## src/rtl/x_in_to_single_out.sv

```systemverilog
// Parallel-to-serial converter: accepts an NUM_INS-bit word and emits it LSB first, one bit per clk.
// Optional even-parity trailer bit is enabled by defining X_IN_TO_SINGLE_OUT_PARITY_EN.
//
// state  | meaning
// IDLE   | no frame in flight, ready for a word
// SHIFT  | out carries data bit r_cnt of the captured word
// PARITY | out carries the even-parity bit (X_IN_TO_SINGLE_OUT_PARITY_EN only)
module x_in_to_single_out #(
    parameter int NUM_INS = 8
) (
    input  logic               clk,
    input  logic               rst,
    input  logic [NUM_INS-1:0] i_in_data,
    input  logic               i_in_valid,
    output logic               o_in_ready,
    output logic               o_out,
    output logic               o_out_valid,
    output logic               o_out_last
);

    localparam int CW = $clog2(NUM_INS);
    localparam logic [CW-1:0] LAST_CNT = CW'(NUM_INS - 1);

`ifdef X_IN_TO_SINGLE_OUT_PARITY_EN
    typedef enum logic [1:0] {IDLE, SHIFT, PARITY} state_t;
`else
    typedef enum logic [1:0] {IDLE, SHIFT} state_t;
`endif

    state_t             r_state;
    logic [NUM_INS-1:0] r_shift;
    logic [CW-1:0]      r_cnt;
    logic               r_out;
    logic               r_out_valid;
    logic               r_out_last;
`ifdef X_IN_TO_SINGLE_OUT_PARITY_EN
    logic               r_parity;
`endif

    logic          w_final;
    logic          w_ready;
    logic          w_xfer;
    logic [CW-1:0] w_cnt_nxt;

    // The final frame cycle is the last data bit, or the parity bit when enabled.
`ifdef X_IN_TO_SINGLE_OUT_PARITY_EN
    assign w_final = (r_state == PARITY);
`else
    assign w_final = (r_state == SHIFT) && (r_cnt == LAST_CNT);
`endif

    assign w_ready   = !rst && ((r_state == IDLE) || w_final);
    assign w_xfer    = i_in_valid && w_ready;
    assign w_cnt_nxt = r_cnt + CW'(1);

    always_ff @(posedge clk) begin
        if (rst) begin
            r_state     <= IDLE;
            r_shift     <= '0;
            r_cnt       <= '0;
            r_out       <= 1'b0;
            r_out_valid <= 1'b0;
            r_out_last  <= 1'b0;
`ifdef X_IN_TO_SINGLE_OUT_PARITY_EN
            r_parity    <= 1'b0;
`endif
        end else if (w_xfer) begin
            r_state     <= SHIFT;
            r_shift     <= i_in_data;
            r_cnt       <= '0;
            r_out       <= i_in_data[0];
            r_out_valid <= 1'b1;
            r_out_last  <= 1'b0;
`ifdef X_IN_TO_SINGLE_OUT_PARITY_EN
            r_parity    <= ^i_in_data;
`endif
        end else begin
            case (r_state)
                SHIFT: begin
                    if (r_cnt != LAST_CNT) begin
                        r_cnt       <= w_cnt_nxt;
                        r_shift     <= r_shift >> 1;
                        r_out       <= r_shift[1];
                        r_out_valid <= 1'b1;
`ifdef X_IN_TO_SINGLE_OUT_PARITY_EN
                        r_out_last  <= 1'b0;
`else
                        r_out_last  <= (w_cnt_nxt == LAST_CNT);
`endif
                    end else begin
`ifdef X_IN_TO_SINGLE_OUT_PARITY_EN
                        r_state     <= PARITY;
                        r_out       <= r_parity;
                        r_out_valid <= 1'b1;
                        r_out_last  <= 1'b1;
`else
                        r_state     <= IDLE;
                        r_cnt       <= '0;
                        r_out       <= 1'b0;
                        r_out_valid <= 1'b0;
                        r_out_last  <= 1'b0;
`endif
                    end
                end
                default: begin
                    r_state     <= IDLE;
                    r_cnt       <= '0;
                    r_out       <= 1'b0;
                    r_out_valid <= 1'b0;
                    r_out_last  <= 1'b0;
                end
            endcase
        end
    end

    assign o_in_ready  = w_ready;
    assign o_out       = r_out;
    assign o_out_valid = r_out_valid;
    assign o_out_last  = r_out_last;

endmodule

```

## config.mk

```make
export PLATFORM = sky130hd
export DESIGN_NAME = x_in_to_single_out
export DESIGN_NICKNAME = d
export VERILOG_FILES = /design/src/rtl/x_in_to_single_out.sv
export SDC_FILE = /design/constraint.sdc
export NUM_CORES = 1
export LEC_CHECK = 0
export CAP_MARGIN = 20
export CORE_AREA = 2 2 39 41
export CTS_CLUSTER_DIAMETER = 60
export DETAILED_ROUTE_END_ITERATION = 10
export DIE_AREA = 0 0 41 43
export DONT_BUFFER_PORTS = 1
export PLACE_DENSITY = 0.73
export SYNTH_ARGS = -nofsm -noshare
export SYNTH_HDL_FRONTEND = slang
export SYNTH_SLANG_ARGS = --single-unit
```

## constraint.sdc

```tcl
create_clock -name clk -period 1.9 [get_ports clk]
set_clock_uncertainty 0.05 [all_clocks]
set_input_delay 0.19 -clock clk [delete_from_list [all_inputs] [get_ports clk]]
set_output_delay 0.19 -clock clk [all_outputs]
set_load 0.005 [all_outputs]
```

; After elaboration in Yosys (flattened, before gate mapping)
; Cells that the tools add are included.
[totals]
register_bits = 15
input_bits = 11
output_inout_bits = 4
wordCells = 35
[classes]
add_sub_neg = 1
eq_ne = 4
n_mux = 12
n_bitwise = 2
reduce_logical = 10
[op_table]
columns = op, n
row1 = 2-to-1 mux 8 bit, 3
row2 = 2-to-1 mux 1 bit, 9
row3 = "equality test 3 bit, second input constant", 2
row4 = "!= test 3 bit, second input constant", 2
row5 = nonzero test 2 bit, 2
row6 = OR reduction 4 bit, 1
row7 = "adder 3 x 1 -> 3 bit, second input constant", 1
row8 = logical AND 1 bit, 3
row9 = logical NOT 2 bit, 1
row10 = NOT 1 bit, 2
row11 = AND reduction 2 bit, 1
row12 = logical NOT 1 bit, 1
row13 = logical OR 1 bit, 1

; Logic depth before layout (Yosys ltp)
[depth]
ltp_word = 7
mapped_depth = 7
ltp_nobuf = 5

; Worst setup path after synthesis
; OpenSTA, ideal clock, no wires.
[synth_timing]
path_type = register to register
from = reg r_cnt[0]
to = reg r_shift[4]
setup_time_ps = 124
t_arrival_ps = 1185
required_time_ps = 1726
path_slack_ps = 541
path_stages_with_launch = 8
path_buffers = 2
synth_period_minus_slack_ps = 1359
path_cell_list = dfxtp_1 > ha_1 > ha_1 > nand2b_4 > buf_8 > buf_12 > nor2_2 > a211oi_2
[synth_between]
elab_chain_cells = 7
elab_cells_between_ends = 10
classes_between = eq/ne (2) / mux (1) / reduce/logical (7)
[synth_lines]
columns = element, line_no
row1 = start: declaration, 32  ; logic [CW-1:0] r_cnt;
row2 = start signal: assignment, 81  ; r_cnt <= w_cnt_nxt;
row3 = equality test 3 bit, 49  ; assign w_final = (r_state == SHIFT) && (r_cnt == LAST_CNT);
row4 = logical AND 1 bit, 49
row5 = logical OR 1 bit, 52  ; assign w_ready = !rst && ((r_state == IDLE) || w_final);
row6 = logical AND 1 bit, 52
row7 = logical AND 1 bit, 53  ; assign w_xfer = i_in_valid && w_ready;
row8 = nonzero test 2 bit (no line), -
row9 = AND reduction 2 bit (no line), -
row10 = end signal: assignment, 69  ; r_shift <= i_in_data;
row11 = end signal: assignment, 82  ; r_shift <= r_shift >> 1;
row12 = end: declaration, 31  ; logic [NUM_INS-1:0] r_shift;
; Parallel ways exist; a longest one is shown, timed or not.
; A chain may end at the register's enable or synchronous reset.

; Worst setup path after layout
[layout_timing]
from = reg r_cnt[0]
to = reg r_out, in the netlist o_out
[layout_between]
elab_chain_cells = 6
elab_cells_between_ends = 9
classes_between = eq/ne (2) / mux (3) / reduce/logical (4)
[layout_lines]
columns = element, line_no
row1 = equality test 3 bit, 49
row2 = logical AND 1 bit, 49
row3 = logical OR 1 bit, 52
row4 = logical AND 1 bit, 52
row5 = logical AND 1 bit, 53
row6 = 2-to-1 mux 1 bit (*), 67  ; end else if (w_xfer) begin
row7 = end signal: assignment, 71  ; r_out <= i_in_data[0];
row8 = end signal: assignment, 83  ; r_out <= r_shift[1];
row9 = end: declaration, 33  ; logic r_out;
; Mark *: on every way between the ends. The rest lies on a longest branch, timed or not.

==> impl_metrics.yaml <==
run_status:
  run_status: "finished clean"
timing:
  finalHoldWorstSlack_ns: 0.0144
  post_route_fraction_of_the_period_consumed_by_the_critical_path: 0.940
  finalHoldViolCount: 0
  timing_max_transition_violations_final: 0
  maxSlewHeadroom: 0.571
  rsz0062_at_grt: "false"
  finalCriticalPeriod_ns: 1.79
  max_freq_ghz: 0.560
  timing_worst_slew_pin_value_ns: 0.641
  least_setup_slack_across_all_paths_after_layout_ns: 0.114
  timing.setup.tns_ns: 0
  final-setup-viol-count: 0
drt:
  detail_route.wl_per_cell_microns: 12.4
  post_drt_via_cell_ratio: 5.08
  remaining_antenna_violation_count_after_routing: 0
  route.final.wire_length_microns: 941
  route.vias.total: 386
  drcViolationCount: 0
  drt_first_pass_iters: 2
  drt-initial-drc-count: 2
critical_path:
  critical_path.max_fanout: 4
  worst-r2r-cell-count: 6
  cp_slowest_cell: "dlygate4sd3_1"
  critPathKind: "reg -> reg"
  worst_ep_arrival_time_ns: 1.97
  regToRegSetupSlack_ns: 0.11
  r2r-start: "r_cnt[0]"
  crit_path_frequent_cell: "ha_1"
  startpoint: "r_cnt[0]"
  startpoint_type: "flip-flop"
  timing.critical_path.required_ns: 2.08
  crit_path_end: "o_out"
  worstSetupEndpointType: "flip-flop"
  critical-path-max-stage-delay_ns: 0.54
  worst_reg2reg_endpoint: "o_out"
  critical_path_cell_by_cell: "ha_1 -> ha_1 -> and2b_1 -> nand2_1 -> a21oi_2 -> dlygate4sd3_1"
place:
  place.detailed.instances: 67
  gp_congestion: 0.628
  post-place-ws_ns: 0.470
  portBuffers: 0
  dpl.hpwl_microns: 653
synth:
  yosys.area_share.xor_xnor: 0
  synthesis.area_per_instance_sq_um: 11.6
  share_of_synthesized_cell_area_in_and_or_nand_and_nor_gates: 0.180
  yosys-top-cells-area: "dfxtp_1 (44%), a211oi_2 (12%), mux2i_1 (11%)"
  yosys-top-cells-count: "dfxtp_1 (14), nor2_1 (9), mux2i_1 (7)"
  adder_cell_share_of_the_synthesized_area: 0.0588
  synth_top_family_by_area: "simple AND/OR/NAND/NOR gates"
  synth.yosys.seq_area_share: 0.439
  synth_compound_area_frac: 0.131
  ys_seq_elements: 14
  synth_edf_count: 0
  yosys.area.top_type: "dfxtp_1"
  post_synth_num_cell_types: 19
  synth.net_count: 69
  async_flop_share: 0
  cell_count_after_synthesis: 55
  synth.mux.area_fraction: 0.110
  yosys_warnings: 0
  synth_most_common_cell: "dfxtp_1"
  synth_area_sq_um: 638
  yosys.area.top_type_share: 0.439
  yosys_most_used_dff: "dfxtp_1"
global_routing:
  grtUsageMet3: 0.110
  grt_pass1_wl_mm: 1.50
  gr-usage-met1: 0.148
  grt_pass1_vias: 370
  most_congested_layer_reported_by_global_routing: "met2"
  initial_antenna_violation_count: 0
  grtUsageTotal: 0.133
  grt_max_degree: 17
  global_route.overflow_total: 0
  globalRouteMet2Util: 0.178
die:
  floorplan.rows: 14
  floorplan_die_width_microns: 41
  initial_util: 0.461
  die_height_microns: 43
  dieArea_sq_um: 1760
  floorplan.io_pins: 15
  fp.coreArea_sq_um: 1380
clock_network:
  cts.reportedPaths.clkPinSlew_ns: 0.09
  tritoncts_num_sinks: 14
  number_of_h_tree_levels: 1
  numCtsBuffers: 3
  cts_tree: "done"
  ctsLongestPathBuffers: 2
  ctsResizeCount: 0
  insertion_delay_ns: 0.28
  clock_tree.root_cell: "clkbuf_4"
finish:
  filler_cell_count: 130
  antenna_cells_inserted: 0
  areaGrowthSynthToFinish_pct: 8.04
  area_of_the_multi_input_gates_sq_um: 307
  final_nets: 75
  ratio_of_cells_with_drive_above_1_in_the_final_layout: 0.300
  register_area_sq_um: 280
  layoutNonFillerInstCount: 76
power:
  power_per_cell_area_nw_per_um2: 870
  totalPowerFinal_uw: 600
  power_leakage_nw: 0.295
  peakVddDrop_uv: 481
min_path:
  worstHoldPathType: "in -> reg"
flow_run:
  max_cap_viol_count: 0
==> cells by family after synthesis <==
group                      after synthesis
and+or+nand+nor                         19
DFF                                     14
AOI/OAI and AO/OA                        7
muxes                                    7
buffers and inverters                    5
adders and majority gates                3
==> sequential cells by signal, indices dropped and copies added (netlist names) <==
| name | flops |
|---|---|
| o_out | 1 |
| r_state | 1 |
| r_cnt | 3 |
| o_out_last | 1 |
| r_shift | 7 |
| o_out_valid | 1 |
==> critical path: cells and delay by family, from the launching register on <==
kind	cells	cell delay, ns
and+or+nand+nor	2	0.33
DFF	1	0.33
buffers and inverters	1	0.54
adders and majority gates	2	0.39
AOI/OAI and AO/OA	1	0.10
==> through the flow <==
stage | util | cell area [sq um]
floorplan | - | 638
global placement | 0.441 | 611
detailed placement | 0.441 | 611
CTS | 0.482 | 667
global route | 0.498 | 689
finish | 0.498 | 689
==> cell usage in the layout, fill, tap and decap left out <==
cell type,count
nand2b_4,1
inv_1,1
clkbuf_4,3
a211oi_2,6
buf_4,3
a21oi_2,1
ha_1,3
nor3_1,3
nand3_2,1
dlygate4sd3_1,2
nor2_1,9
and2_1,1
nor2_2,1
dfxtp_1,14
nor3b_4,1
mux2i_1,7
and2b_1,1
nand2_1,1
clkbuf_8,1
==> worst min path at each step <==
stage,startpoint,endpoint,depth (start not counted)
global placement,rst,r_shift[2],1
detailed placement,rst,o_out,1
global route,i_in_valid,o_out_valid,2
finish,i_in_valid,o_out_valid,2
CTS,i_in_valid,o_out_valid,2
floorplan,rst,r_cnt[2],1
==> where the power goes <==
part           internal, mW  total [mW]  leakage, nW  switching (mW)
Sequential            0.311       0.321        0.115         0.00980
Clock                 0.117       0.213       0.0210          0.0966
Combinational        0.0330      0.0659        0.159          0.0329
==> layout make-up <==
cell class                      instances  area share
Sequential cell                        14       0.407
Clock buffer                            4      0.0526
Inverter                                1     0.00544
Multi-Input combinational cell         36       0.445
Tap cell                               16      0.0290
Timing Repair Buffer                    5      0.0617
==> layer usage <==
layer / wire length, microns / share of wire
met1: 402 / 0.43
met2: 433 / 0.46
met3: 95 / 0.10
met4: 10 / 0.011
met5: 0 / 0
==> repair_timing <==
action	in CTS	in global routing
endpoints found under the setup margin	0	1
hold endpoints to repair	13	0
buffers inserted	0	3
hold buffers	2	0
(Power assumes the default switching activity.)
==> variant, RTL diff (same flow settings) <==
The option `X_IN_TO_SINGLE_OUT_PARITY_EN` is turned on by a define.
--- a/src/rtl/x_in_to_single_out.sv
+++ b/src/rtl/x_in_to_single_out.sv
@@ -5,6 +5,8 @@
 // IDLE   | no frame in flight, ready for a word
 // SHIFT  | out carries data bit r_cnt of the captured word
 // PARITY | out carries the even-parity bit (X_IN_TO_SINGLE_OUT_PARITY_EN only)
+`define X_IN_TO_SINGLE_OUT_PARITY_EN
+
 module x_in_to_single_out #(
     parameter int NUM_INS = 8
 ) (
Function: changed (Yosys sat finds a counterexample within 10 cycles, from zero or initial values and one cycle with rst high).
==> variant against the original RTL <==
Clock power rose by 6%. Worst setup slack improved by 0.14 ns. Largest cell class unchanged. Sequential cell count rose by 2. Critical path type unchanged. Area after synthesis rose by 9.8%. Maximum frequency rose by 8.8%. Power rose by 12%. Routed wire length rose by 29%. Final area rose by 13%. Critical endpoint is now r_shift[4].
==> variant: results <==
[worst_setup_path]
cp_data_arrival_time_ns = 1.76
startpoint = r_cnt[0]
cp_top_family = simple AND/OR/NAND/NOR gates
slowest_delay_ns = 0.38
worst_r2r_endpoint = r_shift[4]
crit_fanout = 8
crit_slowest_cell = nor3b_4

[logic_synthesis]
postSynthAreaPerCell_um2 = 9.47
synthTopCellsByCount = dfxtp_1, nor2_1, a21oi_1, nand2_1, xnor2_1
synthAdderAreaFrac = 0.0357
synthMuxAreaShare = 0.0429
synth_fp_nets = 87
synth_compound_area_frac = 0.146
synthXorXnorAreaFrac = 0.100
synthTopCellsByArea = dfxtp_1, xnor2_1, nor2_1

[finish]
stdcell_count = 96
drive_gt1_frac = 0.113
top_regs = r_shift x7, r_cnt x3, r_state x2
nets = 94

[global_routing]
grt_pass1_vias = 479
grt_max_degree = 11
grt_pass1_wl_um = 1990
grt_usage = 0.172

[pwr]
power.leakage_nw = 0.293
irDropWorstVdd_v = 0.000530

[placed_design]
place.gp.congestion = 0.757

[sta]
timing.final.crit_period_ns = 1.64
worst-slew-pin-transition_ns = 0.381

[routing]
wl_per_cell_um = 12.7
drt_iter0_markers = 14

[status]
status = finished, final reports clean
-- variant: changes by cell type after synthesis, moves of 4 or more --
cell	before	now
nand2_1	1	7
a22oi_1	0	5
mux2i_1	7	3
a211oi_2	6	0
xnor2_1	0	6
a21oi_1	0	7
-- variant: how the worst min path moves through the flow --
stage	from	to	slack (ns)	cells after the start
2_1_floorplan	rst	r_shift[6]	0.21	1
3_3_place_gp	rst	o_out_valid	0.21	1
3_5_place_dp	rst	r_shift[2]	0.21	1
4_1_cts	rst	r_parity	0.05	2
5_1_grt	rst	r_parity	0.06	2
6_report	i_in_data[1]	r_shift[1]	0.05	2
-- variant: cell type report --
cell class | count | area, µm² | area share
Multi-Input combinational cell | 54 | 358 | 0.461
Sequential cell | 16 | 320 | 0.412
Clock buffer | 4 | 36.3 | 0.0467
Timing Repair Buffer | 4 | 35.0 | 0.0451
Tap cell | 16 | 20.0 | 0.0258
Inverter | 2 | 7.51 | 0.00966
-- variant: logic make-up (layout without fill, tap and decap cells) --
logic type                 Yosys count  after routing
adders and majority gates            2              2
muxes                                3              3
DFF                                 16             16
and+or+nand+nor                     25             25
xor gates and xnor gates             8              8
AOI/OAI and AO/OA                   16             16
buffers and inverters                4             10
-- variant: per-layer routing --
metal / track usage / routed length, µm / share of wire
met1: 0.265 / 602 / 0.50
met2: 0.213 / 501 / 0.41
met3: 0.0366 / 90 / 0.074
met4: 0.100 / 21 / 0.017
met5: 0 / 0 / 0
-- variant: power by group --
| group | total (mW) | switching, mW | internal [mW] | leakage [nW] |
|---|---|---|---|---|
| clock network | 0.226 | 0.109 | 0.117 | 0.0210 |
| logic | 0.0835 | 0.0406 | 0.0430 | 0.141 |
| registers | 0.364 | 0.0102 | 0.354 | 0.131 |
| total | 0.673 | 0.160 | 0.513 | 0.293 |
-- variant: repair_timing --
action                                 CTS  global route
resized for setup                        0             0
setup buffers                            0             0
endpoints found under the hold margin   10             0
setup endpoints to repair                0             0
hold buffers                             2             0
-- variant: per-stage QoR --
step | power, mW | area, µm²
3_5_place_dp | 0.449 | 721
2_1_floorplan | 0.436 | 701
3_3_place_gp | 0.447 | 721
6_report | 0.673 | 777
5_1_grt | 0.705 | 777
4_1_cts | 0.680 | 777
